### src/rtl/count_ones_pkg.sv
// Shared constants and width helpers for the count_ones population counter.
package count_ones_pkg;

   localparam int FROM_DEF   = 16;
   localparam int DOWNTO_DEF = 4;

   // Width needed to hold an exact count of n bits (0..n inclusive).
   function automatic int cnt_width(input int n);
      return $clog2(n + 1);
   endfunction

endpackage

### src/rtl/count_ones_popcount_tree.sv
// Combinational balanced adder tree; splits the word in halves and sums the
// two exact partial counts. Odd widths push the spare bit into the upper half.
module popcount_tree
   import count_ones_pkg::*;
#(
   parameter  int W  = 16,
   localparam int SW = cnt_width(W)
) (
   input  logic [W-1:0]  bits_i,
   output logic [SW-1:0] sum_o
);

   if (W == 1) begin : g_leaf
      assign sum_o = bits_i;
   end else begin : g_node
      localparam int LW  = W / 2;
      localparam int RW  = W - LW;
      localparam int LSW = cnt_width(LW);
      localparam int RSW = cnt_width(RW);

      logic [LSW-1:0] lo_sum;
      logic [RSW-1:0] hi_sum;

      popcount_tree #(.W(LW)) u_lo (
         .bits_i (bits_i[LW-1:0]),
         .sum_o  (lo_sum)
      );

      popcount_tree #(.W(RW)) u_hi (
         .bits_i (bits_i[W-1:LW]),
         .sum_o  (hi_sum)
      );

      // SW always covers LW+RW, so this add cannot overflow.
      assign sum_o = SW'(lo_sum) + SW'(hi_sum);
   end

endmodule

### src/rtl/count_ones.sv
// Registered population counter: exact popcount of bin, saturated to the
// output width, presented one clock after sampling.
module count_ones
   import count_ones_pkg::*;
#(
   parameter int from   = FROM_DEF,
   parameter int downto = DOWNTO_DEF
) (
   input  logic              clk,
   input  logic              reset,
   input  logic [from-1:0]   bin,
   output logic [downto-1:0] count
);

   localparam int SW = cnt_width(from);

   logic [SW-1:0]     sum;
   logic [downto-1:0] count_d;
   logic [downto-1:0] count_q;

   popcount_tree #(.W(from)) u_tree (
      .bits_i (bin),
      .sum_o  (sum)
   );

   if (SW > downto) begin : g_sat
      localparam logic [SW-1:0] MAX = SW'({downto{1'b1}});
      assign count_d = (sum > MAX) ? {downto{1'b1}} : sum[downto-1:0];
   end else begin : g_ext
      assign count_d = downto'(sum);
   end

   always_ff @(posedge clk) begin
      if (reset) count_q <= '0;
      else       count_q <= count_d;
   end

   assign count = count_q;

endmodule

### config.mk
export PLATFORM = sky130hd
export DESIGN_NAME = count_ones
export DESIGN_NICKNAME = d
export VERILOG_FILES = /design/src/rtl/count_ones_pkg.sv /design/src/rtl/count_ones_popcount_tree.sv /design/src/rtl/count_ones.sv
export SDC_FILE = /design/constraint.sdc
export NUM_CORES = 1
export LEC_CHECK = 0
export BUFFER_PORTS_ARGS = -buffer_cell sky130_fd_sc_hd__buf_2
export CORE_AREA = 2 2 39 41
export CTS_CLUSTER_DIAMETER = 50
export DETAILED_ROUTE_END_ITERATION = 10
export DIE_AREA = 0 0 41 43
export GPL_TIMING_DRIVEN = 0
export PLACE_DENSITY_LB_ADDON = 0.12
export SETUP_SLACK_MARGIN = 0.05
export SLEW_MARGIN = 20
export SYNTH_ARGS = -nofsm -noshare
export SYNTH_HDL_FRONTEND = slang
export SYNTH_SLANG_ARGS = --single-unit
### constraint.sdc
create_clock -name clk -period 9.25 [get_ports clk]
set_input_delay 0.925 -clock clk [delete_from_list [all_inputs] [get_ports clk]]
set_output_delay 0.925 -clock clk [all_outputs]
set_load 0.01 [all_outputs]
==> reports/qor.csv <==
metric,value,unit
n_diodes,0,
Slew Limit Fails,0,
Placer Congestion,0.7019,
"count leader, synth",inv_1,
Avg Inst Size Synth,9.213,µm²
Worst Path Buf+Inv,3,
Final Hold Viols,0,
CP Capture Point,count[0],
ys async rst share,0,
largest net degree at the start of global routing,7,
setup_tns,0,ns
DR vias,402,
critical path cell sequence,buf_2 -> fa_1 -> inv_1 -> fa_1 -> fa_1 -> fa_1 -> inv_1 -> ha_1 -> fa_1 -> and2_1 -> o21ai_0 -> a21oi_1,
simple-gate share of the synthesized area,0.04938,
"Net Count, Synth",88,
hpwl dp,693.4,µm
Synth top area share,0.3951,
TritonCTS Sinks,4,
share of cells above drive strength 1,0.3165,
RSZ-0062 raised after global routing,false,
number of synthesized register bits,4,
initial antenna violation count,0,
Worst path most repeated cell,fa_1,
measured slew at the worst slew-check pin,0.2799,ns
TritonRoute pass-1 iters,3,
Final WS setup,5.136,ns
DP Worst Slack,4.851,ns
CP Launch Type,primary input,
"Seq/Total Area, Yosys",0.1580,
nets,114,
"delay-heaviest family, CP",adder cells,
Max-cap violations,0,
Worst-path clk slew,0.04,ns
Die X,41,µm
CTS Buffer Depth,2,
Layout area overhead,29.14,%
outcome,"finished, final reports clean",
hold crit path type,primary input to flip-flop,
Initial Util,0.3662,
vias per cell,4.232,
Fmax,243.1,MHz
total CTS buffers,3,
Post-Syn Area,506.7,µm²
leading area contributor after synthesis,fa_1,
commonest register cell after synthesis,dfxtp_1,
grt total ovfl,0,
# DRC,0,
crit share post-route,0.4447,
Starting DRT DRC Count,6,
I/O Buffers,21,
top post-synthesis cells by count,"inv_1 (24), fa_1 (10), ha_1 (5)",
WS Path Type,primary input to flip-flop,
H-tree Lvls,1,
post-synthesis mux area share,0,
Setup crit end kind,flip-flop,
Worst Setup SP,bin[11],
DIE AREA,1763,µm²
Adder-Cell Fraction of Synth Area,0.5185,
final antenna-violating net count,0,
"EDFF count, synth",0,
filler cell count,156,
final wirelength,724,µm
global-route wire length before repair,1242,µm
slowest cell delay on critical path,0.53,ns
row count,14,
vias in the first global route,347,
Peak VDD IR,127.7,µV
flip-flop count of the largest register after layout,4,
Cells after Synth,55,
Final Util,0.4729,
Clock Tree Root,clkbuf_4,
TritonCTS clock tree,yes,
drt wl/cell,7.621,µm
crit-path max FO,3,
final-report setup violation count,0,
crit path max-delay cell type,fa_1,
relative slew slack,0.8129,
xor/xnor share of the synthesized area,0,
Worst EP required,9.36,ns
ranking of synthesized cells by area,"fa_1 (40%), inv_1 (18%), dfxtp_1 (16%)",
Crit path arrival time,4.22,ns
cts hold-fix bufs,0,
CTS resizes,0,
core box area,1384,µm²
Ys Warns,0,
synth unique cells,14,
# Post-CTS Setup Buffers,0,
LEAKAGE,0.3857,nW
die height,43,µm
WP depth,12,
final worst path period need,4.114,ns
Global Route Usage Sum,0.1038,
Pwr Density,222.2,nW/µm²
Synth Area in Compound Gates,0.09630,
largest family of logic cells by synthesized area,adder cells,
IO Count,22,
WHS,0.9073,ns
[layout make-up]
| cell class | instances | area [µm²] | share of cell area |
|---|---|---|---|
| Multi-Input combinational cell | 27 | 336.6 | 0.5143 |
| Clock buffer | 3 | 22.52 | 0.03442 |
| Sequential cell | 4 | 80.08 | 0.1224 |
| Timing Repair Buffer | 21 | 105.1 | 0.1606 |
| Inverter | 24 | 90.09 | 0.1377 |
| Tap cell | 16 | 20.02 | 0.03059 |
[metal layers]
| metal | GRT usage | vias to the layer above | share of wire |
|---|---|---|---|
| li1 | - | 209 | - |
| met1 | 0.1376 | 182 | 0.44 |
| met2 | 0.1438 | 11 | 0.49 |
| met3 | 0.04712 | 0 | 0.070 |
| met4 | 0.04000 | 0 | 0 |
| met5 | 0 | - | 0 |
[cell families (layout without fill, tap and decap cells)]
kind of cell,count (synthesis),after routing
and+or+nand+nor,5,5
adders and majority gates,15,15
buffers and inverters,24,48
DFF,4,4
AOI/OAI and AO/OA,7,7
[cells in the final DEF, fill, tap and decap left out]
cell	Yosys	layout
fa_1	10	10
nand2_1	1	1
dfxtp_1	4	4
inv_1	24	24
and2_1	1	1
ha_1	5	5
buf_2	0	21
nor3_1	1	1
a21oi_1	2	2
a2111oi_1	1	1
a21oi_2	1	1
a211oi_1	2	2
nor4_1	1	1
o21ai_0	1	1
nor2_1	1	1
clkbuf_4	0	3
[through the flow]
step	power (mW)	instance area, µm²	std cells
final	0.1454	654.4	95
after global routing	0.1655	654.4	95
after CTS	0.1496	654.4	95
after detailed placement	0.1274	631.9	92
after global placement	0.1258	631.9	92
after floorplan	0.1025	506.7	55
[power by group]
part | leakage (nW) | internal, mW | switching (mW) | total, mW
Clock | 0.0138 | 0.0145 | 0.00666 | 0.0211
Sequential | 0.0333 | 0.0257 | 0.00139 | 0.0271
Combinational | 0.339 | 0.0455 | 0.0517 | 0.0972
Total | 0.386 | 0.0856 | 0.0598 | 0.145
[worst min-delay path by stage]
stage | start | cells past startpoint | endpoint | slack (ns)
floorplan | reset | 1 | count[0] | 0.99
global placement | reset | 2 | count[1] | 1.15
detailed placement | reset | 2 | count[0] | 1.15
CTS | reset | 2 | count[0] | 0.90
global route | reset | 2 | count[2] | 0.91
finish | reset | 2 | count[1] | 0.91
No activity file was read; power rests on OpenSTA's default activity.
